File: config.mk
export PLATFORM = sky130hd
export DESIGN_NAME = arcade_input_mapper
export DESIGN_NICKNAME = d
export VERILOG_FILES = /design/src/rtl/arcade_input_mapper.sv
export SDC_FILE = /design/constraint.sdc
export NUM_CORES = 1
export LEC_CHECK = 0
export ABC_AREA = 1
export CELL_PAD_IN_SITES_DETAIL_PLACEMENT = 0
export CELL_PAD_IN_SITES_GLOBAL_PLACEMENT = 1
export CORE_MARGIN = 10
export CORE_UTILIZATION = 35
export CTS_BUF_LIST = sky130_fd_sc_hd__clkbuf_4 sky130_fd_sc_hd__clkbuf_8
export DETAILED_ROUTE_END_ITERATION = 10
export PLACE_DENSITY_LB_ADDON = 0.1
export SYNTH_ARGS = -nofsm -noshare
export SYNTH_HDL_FRONTEND = slang
export SYNTH_SLANG_ARGS = --single-unit
File: constraint.sdc
create_clock -name clk_sys -period 2.75 [get_ports clk_sys]
set_input_delay 0.55 -clock clk_sys [delete_from_list [all_inputs] [get_ports clk_sys]]
set_output_delay 0.55 -clock clk_sys [all_outputs]
set_load 0.05 [all_outputs]
File: src/rtl/arcade_input_mapper.sv
// arcade_input_mapper: PS/2 keys + joystick merge, coin stretch, autofire.
// Optional macro INPUT_SOCD_EN: cancel opposing directions per player.
module arcade_input_mapper #(
   parameter int PLAYERS         = 2,
   parameter int FIRE            = 4,
   parameter int COIN_MIN_CYCLES = 1200000,
   parameter int AUTOFIRE_DIV    = 400000
) (
   input  logic                        clk_sys,
   input  logic                        reset,
   input  logic [10:0]                 ps2_key,
   input  logic [PLAYERS*(FIRE+6)-1:0] joy_in,
   input  logic                        combine,
   input  logic [FIRE-1:0]             autofire_mask,
   output logic [PLAYERS*(FIRE+6)-1:0] btn_out
);

   localparam int W  = FIRE + 6;
   localparam int IS = W - 2;
   localparam int IC = W - 1;
   localparam int NK = 24;
   localparam int CW = (COIN_MIN_CYCLES > 1) ? $clog2(COIN_MIN_CYCLES) : 1;
   localparam int AW = (AUTOFIRE_DIV > 1) ? $clog2(AUTOFIRE_DIV) : 1;

   // 12 slots per player: U D L R, fire0..3, start x2, coin x2.
   // Player 1 has a single coin key, so it fills both coin slots.
   localparam logic [7:0] KEYS [NK] = '{
      8'h75, 8'h72, 8'h6B, 8'h74, 8'h14, 8'h11, 8'h29, 8'h12,
      8'h05, 8'h16, 8'h76, 8'h2E,
      8'h2D, 8'h2B, 8'h23, 8'h34, 8'h1C, 8'h1B, 8'h21, 8'h1D,
      8'h06, 8'h1E, 8'h36, 8'h36
   };

   logic              r_tog;
   logic [NK-1:0]     r_key;
   logic [NK-1:0]     w_hit;
   logic              w_evt;
   logic              w_unused;
   logic [W-1:0]      w_kbd [PLAYERS];
   logic [W-1:0]      w_mrg [PLAYERS];
   logic [W-1:0]      w_cmb [PLAYERS];
   logic [W-1:0]      w_nxt [PLAYERS];
   logic [FIRE+3:0]   w_or;
   logic              w_af_any;
   logic [PLAYERS-1:0] r_cprev;
   logic [CW-1:0]     r_ccnt [PLAYERS];
   logic [AW-1:0]     r_af_cnt;
   logic              r_phase;
   logic [PLAYERS*W-1:0] r_out;

   assign w_unused = ps2_key[8];
   assign w_evt    = ps2_key[10] ^ r_tog;
   assign btn_out  = r_out;

   // Match the incoming scan code against every key slot
   always_comb begin
      w_hit = '0;
      for (int i = 0; i < NK; i++)
         w_hit[i] = (ps2_key[7:0] == KEYS[i]);
   end

   // Toggle tracking and per-key hold registers
   always_ff @(posedge clk_sys) begin
      r_tog <= ps2_key[10];
      if (reset) begin
         r_key <= '0;
      end else if (w_evt) begin
         for (int i = 0; i < NK; i++)
            if (w_hit[i]) r_key[i] <= ps2_key[9];
      end
   end

   // Build keyboard words for players 0 and 1
   always_comb begin
      for (int p = 0; p < PLAYERS; p++)
         w_kbd[p] = '0;
      for (int p = 0; p < PLAYERS && p < 2; p++) begin
         w_kbd[p][3:0] = r_key[p*12 +: 4];
         for (int k = 0; k < FIRE && k < 4; k++)
            w_kbd[p][4+k] = r_key[p*12+4+k];
         w_kbd[p][IS] = r_key[p*12+8] | r_key[p*12+9];
         w_kbd[p][IC] = r_key[p*12+10] | r_key[p*12+11];
      end
   end

   // Merge keyboard with joystick, then optional all-player combine
   always_comb begin
      w_or = '0;
      for (int p = 0; p < PLAYERS; p++) begin
         w_mrg[p] = w_kbd[p] | joy_in[p*W +: W];
         w_or     = w_or | w_mrg[p][FIRE+3:0];
      end
      for (int p = 0; p < PLAYERS; p++) begin
         w_cmb[p] = w_mrg[p];
         if (combine)
            w_cmb[p][FIRE+3:0] = (p == 0) ? w_or : '0;
      end
      w_af_any = |(w_or[FIRE+3:4] & autofire_mask);
   end

   // Coin pulse stretching, one down-counter per player
   always_ff @(posedge clk_sys) begin
      for (int p = 0; p < PLAYERS; p++) begin
         if (reset) begin
            r_cprev[p] <= 1'b0;
            r_ccnt[p]  <= '0;
         end else begin
            r_cprev[p] <= w_cmb[p][IC];
            if (w_cmb[p][IC] && !r_cprev[p] && r_ccnt[p] == '0)
               r_ccnt[p] <= CW'(COIN_MIN_CYCLES - 1);
            else if (r_ccnt[p] != '0)
               r_ccnt[p] <= r_ccnt[p] - CW'(1);
         end
      end
   end

   // Shared autofire phase; idle state gives an immediate first shot
   always_ff @(posedge clk_sys) begin
      if (reset || !w_af_any) begin
         r_af_cnt <= '0;
         r_phase  <= 1'b1;
      end else if (r_af_cnt == AW'(AUTOFIRE_DIV - 1)) begin
         r_af_cnt <= '0;
         r_phase  <= ~r_phase;
      end else begin
         r_af_cnt <= r_af_cnt + AW'(1);
      end
   end

   // Apply autofire, coin stretch and direction cleanup
   always_comb begin
      for (int p = 0; p < PLAYERS; p++) begin
         w_nxt[p] = w_cmb[p];
         w_nxt[p][FIRE+3:4] =
            (w_cmb[p][FIRE+3:4] & ~autofire_mask) |
            (w_cmb[p][FIRE+3:4] & autofire_mask & {FIRE{r_phase}});
         w_nxt[p][IC] = w_cmb[p][IC] | (r_ccnt[p] != '0);
`ifdef INPUT_SOCD_EN
         if (w_nxt[p][2] && w_nxt[p][3]) begin
            w_nxt[p][2] = 1'b0;
            w_nxt[p][3] = 1'b0;
         end
         if (w_nxt[p][0] && w_nxt[p][1]) begin
            w_nxt[p][0] = 1'b0;
            w_nxt[p][1] = 1'b0;
         end
`endif
      end
   end

   // Output register
   always_ff @(posedge clk_sys) begin
      if (reset) begin
         r_out <= '0;
      end else begin
         for (int p = 0; p < PLAYERS; p++)
            r_out[p*W +: W] <= w_nxt[p];
      end
   end

endmodule

==> results of run 1 <==
==> kinds of logic after synthesis <==
group | synth area share (%)
adder cells (fa/ha/maj) | 1.11
buffers and inverters | 6.75
AND/OR/NAND/NOR | 32.3
flip-flops | 46.0
XOR/XNOR | 5.90
AO/OA/AOI/OAI | 7.99
==> per-layer routing <==
metal	up-vias	part of all wire, %	wire length, µm	global-route usage (%)
met4	2	1.3	176	3.70
met3	12	5.3	719	4.55
met2	65	46	6270	21.1
li1	2456	-	-	-
met5	-	0.058	8	0
met1	2147	48	6500	16.0
==> layout make-up <==
type	count	share of cell area (%)
clock inverters	6	1.42
flip-flops and latches	108	39.0
inverters	72	4.08
clock buffers	10	1.98
multi-input cells	528	40.2
well taps	216	4.08
repair buffers	63	9.26
==> metrics by stage <==
step | power (mW) | util (%) | area, µm² | hold WS (ps) | instances
CTS | 4.42 | 41.8 | 6620 | 463 | 1003
finish | 4.35 | 41.8 | 6620 | 455 | 1003
global placement | 3.26 | 40.4 | 6390 | 429 | 987
floorplan | 2.94 | - | 5620 | 418 | 723
detailed placement | 3.27 | 40.4 | 6390 | 437 | 987
global route | 4.66 | 41.8 | 6620 | 493 | 1003
==> layout by cell type, fill, tap and decap left out, types with 5 or more instances in the layout <==
master,count
xor2_1,21
edfxtp_1,42
buf_4,7
inv_1,71
dfxtp_1,66
nor2_1,156
nand4_1,12
nand3b_1,5
nor2_2,17
nor2_4,6
nor3_1,24
nand3_1,39
nand2_1,131
a21oi_1,36
o21ai_0,36
clkdlybuf4s50_1,56
clkbuf_8,9
xnor2_1,15
ha_1,5
==> worst min-delay path, stage by stage, from the launching register on <==
cell and delay [ps]:
dfxtp_1 330, inv_1 50, a21oi_1 50
==> cell usage after synthesis, types with 3 or more instances <==
library cell / instances
inv_1: 71
dfxtp_1: 66
xnor2_1: 15
xor2_1: 21
edfxtp_1: 42
nor2_2: 17
nor2_1: 156
a21oi_1: 36
o21ai_0: 36
ha_1: 5
nand2_1: 131
nor3_1: 24
nand4_1: 12
a2111oi_0: 3
nand3_2: 4
clkbuf_1: 7
nor2_4: 6
nand3b_1: 5
buf_6: 4
nand2_2: 4
nand3_1: 39
==> where the power goes <==
group          total [mW]  switching [mW]  internal, mW
clock network        1.14           0.603         0.536
logic                1.23           0.778         0.448
registers            1.99           0.124          1.87
==> registers in the layout, indices dropped and copies added, names as in the netlist <==
register and cells:
r_af_cnt 19, r_ccnt 42, r_cprev 2, r_phase 1
r_key 23, btn_out 20, r_tog 1
==> worst paths after layout <==
kind,slack (ps),endpoint,from,depth (start not counted)
worst max-delay path,640,btn_out[6],btn_out[6],1
worst min-delay path,450,r_key[17],r_key[17],2
worst max register to register,770,r_ccnt[0][10],r_ccnt[0][0],9
worst min register to register,450,r_key[17],r_key[17],2
==> results.py, run 1 <==
metrics = {
    "status": {
        "status": "finished clean",
    },
    "setup_path": {
        "critical_path_required_ps": 2200,
        "path_cells": "clkdlybuf4s50_1",
        "critPathKind": "flop to primary output",
        "crit_arrival_ps": 1560,
        "critical_path_buf_inv_count": 1,
        "cp-start-kind": "flop",
        "crit_path_end_kind": "primary output",
        "crit_slowest_cell": "clkdlybuf4s50_1",
        "cp_top_family": "buffers and inverters",
        "cp_max_fo": 1,
        "max_stage_delay_ps": 820,
    },
    "sta": {
        "tns_ps": 0,
        "finalCritPeriodShare_pct": 76.7,
        "clock_skew_ps": 8.32,
        "setup_viol": 0,
        "fmax_ghz": 0.474,
        "finalCriticalPeriod_ps": 2110,
        "tightest_slew_ps": 846,
        "relSlewSlack_pct": 43.4,
        "finalMaxSlewViolations": 0,
        "setup_slack_ps": 642,
        "timing_hold_violations_final": 0,
        "grt_setup_unrepaired": "false",
    },
    "finish": {
        "antenna_cells": 0,
        "nNetsFinal": 825,
        "syn_to_final_growth_pct": 17.8,
        "fillerInstances": 1646,
        "multi_input_area_um2": 2660,
        "seqCellArea_um2": 2580,
        "drive_gt1_share_pct": 8.26,
    },
    "yosys": {
        "synth_top_area_share_pct": 23.5,
        "synthTopCellsByArea": "dfxtp_1 (24%), edfxtp_1 (22%), nor2_1 (10%), nand2_1 (8.8%), inv_1 (4.7%)",
        "syn_nets": 766,
        "avgSynthCellArea_um2": 7.77,
        "syn_inst": 723,
        "synth_warnings": 0,
        "syn-cell-area_um2": 5620,
        "synthFlopType": "dfxtp_1",
        "yosysSeqAreaShare_pct": 46.0,
        "ys_async_sr_fraction_pct": 0,
        "synth_largest_area_cell": "dfxtp_1",
        "synth_edf_count": 42,
        "synthDistinctLibCells": 37,
        "yosys_register_bits": 108,
    },
    "global_routing": {
        "grt_max_degree": 26,
        "gr-total-overflow": 0,
        "antenna_found_initial": 1,
        "grt.total_usage_pct": 13.0,
        "grt_pass1_vias": 4761,
        "grt_pass1_wl_um": 23100,
    },
    "clock_tree": {
        "cts_buffers": 9,
        "ctsResizeCount": 0,
        "cts_root_buffer": "clkbuf_8",
        "cts_setup_buffers": 0,
        "clock_path_buffers": 2,
        "cts_hold_buf": 0,
        "clock_sinks": 108,
        "path_clk_slew_ps": 110,
        "cts_tree": "built",
        "cts.htree.levels": 3,
        "insertion_delay_ps": 380,
    },
    "route": {
        "wl_per_cell_um": 13.6,
        "drt-pass1-iter-count": 5,
        "drt_iter0_markers": 136,
        "drc": 0,
        "antenna_left": 0,
        "vias": 4682,
        "vias_per_cell": 4.67,
        "drt_wl_total_um": 13700,
    },
    "power": {
        "ir_worst_vdd_v": 0.000431,
        "power.density_nw_per_um2": 658,
        "total_leakage_power_nw": 2.53,
    },
    "floorplanning": {
        "dieWidth_um": 147,
        "core_um2": 15800,
        "initial_core_util_pct": 35.5,
        "rows": 46,
        "dieHeight_um": 147,
        "pin_count": 58,
        "dieArea_um2": 21500,
    },
    "flow_run": {
        "drv_cap": 0,
    },
    "place": {
        "place_ws_ps": 425,
        "routabilityCongestion": 0.806,
        "dp_hpwl_um": 10200,
        "port_buffers": 56,
    },
    "worst_hold_path": {
        "hp-class": "flop to flop",
    },
}
Note: power is estimated with default switching activity, not from simulation.
==> run 2, diff against run 1 <==
Clock period 2.75 ns to 1.9 ns, I/O delays scaled along.
==> run 2 against run 1 <==
Compared with the run above: first-iteration DRC count up 83%; clock skew is 5.4 ps higher; die area did not move; via count is 0.81% higher; combinational power is 52% higher; global-route usage shrank 0.22 points; critical endpoint is now r_ccnt[1][19]; largest cell class unchanged; highest routed layer is now met4.
==> results.py, run 2 (same netlist as run 1, synthesis figures left out) <==
metrics = {
    "status": {
        "status": "finished clean",
    },
    "floorplanning": {
        "dieHeight_um": 147,
        "dieWidth_um": 147,
        "initial_core_util_pct": 35.5,
        "dieArea_um2": 21500,
        "rows": 46,
        "core_um2": 15800,
        "pin_count": 58,
    },
    "global_routing": {
        "grt_max_degree": 24,
        "gr-total-overflow": 0,
        "grt_pass1_wl_um": 22900,
        "grt_pass1_vias": 4695,
        "grt.total_usage_pct": 12.8,
        "antenna_found_initial": 0,
    },
    "clock_tree": {
        "cts_buffers": 9,
        "cts.htree.levels": 3,
        "cts_tree": "built",
        "insertion_delay_ps": 380,
        "clock_path_buffers": 2,
        "path_clk_slew_ps": 110,
        "cts_root_buffer": "clkbuf_8",
        "cts_setup_buffers": 0,
        "ctsResizeCount": 15,
        "cts_hold_buf": 0,
        "clock_sinks": 108,
    },
    "sta": {
        "timing_hold_violations_final": 0,
        "clock_skew_ps": 13.8,
        "fmax_ghz": 0.579,
        "relSlewSlack_pct": 65.8,
        "setup_viol": 0,
        "tightest_slew_ps": 516,
        "finalMaxSlewViolations": 0,
        "setup_slack_ps": 174,
        "whs_ps": 450,
        "finalCriticalPeriod_ps": 1730,
        "grt_setup_unrepaired": "false",
        "finalCritPeriodShare_pct": 90.8,
    },
    "place": {
        "dp_hpwl_um": 10300,
        "routabilityCongestion": 0.834,
        "place_ws_ps": -58.1,
        "port_buffers": 56,
        "placed_cells": 1014,
    },
    "route": {
        "drt_wl_total_um": 13400,
        "drc": 0,
        "wl_per_cell_um": 13.0,
        "vias_per_cell": 4.58,
        "antenna_left": 0,
        "drt-pass1-iter-count": 4,
        "drt_iter0_markers": 249,
        "vias": 4720,
    },
    "finish": {
        "fillerInstances": 1648,
        "drive_gt1_share_pct": 13.0,
        "antenna_cells": 0,
        "nNetsFinal": 852,
        "largest_reg_flops": 42,
        "final_cell_mix": "nor2_1 (152), nand2_1 (129), inv_1 (70)",
        "syn_to_final_growth_pct": 21.7,
        "final_cells": 1030,
        "layout_commonest_cell": "nor2_1",
        "largest-register": "r_ccnt",
        "utilization_pct": 43.2,
    },
    "setup_path": {
        "critPathKind": "flop to flop",
        "crit_path_end_kind": "flop",
        "critical_path_buf_inv_count": 1,
        "max_stage_delay_ps": 440,
        "crit_arrival_ps": 1870,
        "cp_top_family": "simple AND/OR/NAND/NOR gates",
        "path_cells": "inv_1, nand3_1, nor2_1, nand2_1, o21ai_0, a21oi_1",
        "cp-start-kind": "flop",
        "critical_path_required_ps": 2050,
        "crit_slowest_cell": "edfxtp_1",
        "cp_max_fo": 4,
    },
    "worst_hold_path": {
        "hp-class": "flop to flop",
    },
    "power": {
        "total_leakage_power_nw": 2.72,
        "ir_worst_vdd_v": 0.000369,
        "power.density_nw_per_um2": 917,
        "p_total_mw": 6.27,
    },
    "flow_run": {
        "drv_cap": 0,
    },
}
==> run 2: per-stage QoR <==
step / TNS [ps] / cell area (µm²)
finish: 0 / 6840
global route: 0 / 6840
CTS: 0 / 6830
detailed placement: -369 / 6640
global placement: -201 / 6640
floorplan: -1070 / 5640
==> run 2: layout make-up <==
cell class,count,area (µm²),area share (%)
repair buffers,90,822,12.0
clock inverters,5,60.1,0.878
well taps,216,270,3.95
multi-input cells,528,2680,39.2
inverters,72,270,3.95
clock buffers,11,151,2.21
flip-flops and latches,108,2580,37.8
==> run 2: path summary, 6_finish.rpt <==
path,from,endpoint,slack (ps),depth (start not counted)
worst max-delay path,r_ccnt[1][2],r_ccnt[1][19],170,6
worst min-delay path,r_af_cnt[0],r_af_cnt[0],450,1
worst max register to register,r_ccnt[1][2],r_ccnt[1][19],170,6
worst min register to register,r_af_cnt[0],r_af_cnt[0],450,1
==> run 2: where the power goes <==
part	internal (mW)	leakage [nW]	switching (mW)
combinational	0.716	1.60	1.15
sequential	2.70	1.01	0.186
clock	0.685	0.106	0.826
==> run 2: worst register-to-register path, stage by stage (launching register included) <==
cell	delay, ps
edfxtp_1	440
inv_1	100
nand3_1	190
nor2_1	320
nand2_1	150
o21ai_0	190
a21oi_1	80
==> run 2: layer usage <==
layer	GRT usage [%]	up-vias	wire length, µm
met5	0	-	0
met4	4.80	0	172
met3	2.79	10	554
met2	20.7	65	6130
met1	16.4	2133	6590
li1	-	2512	-
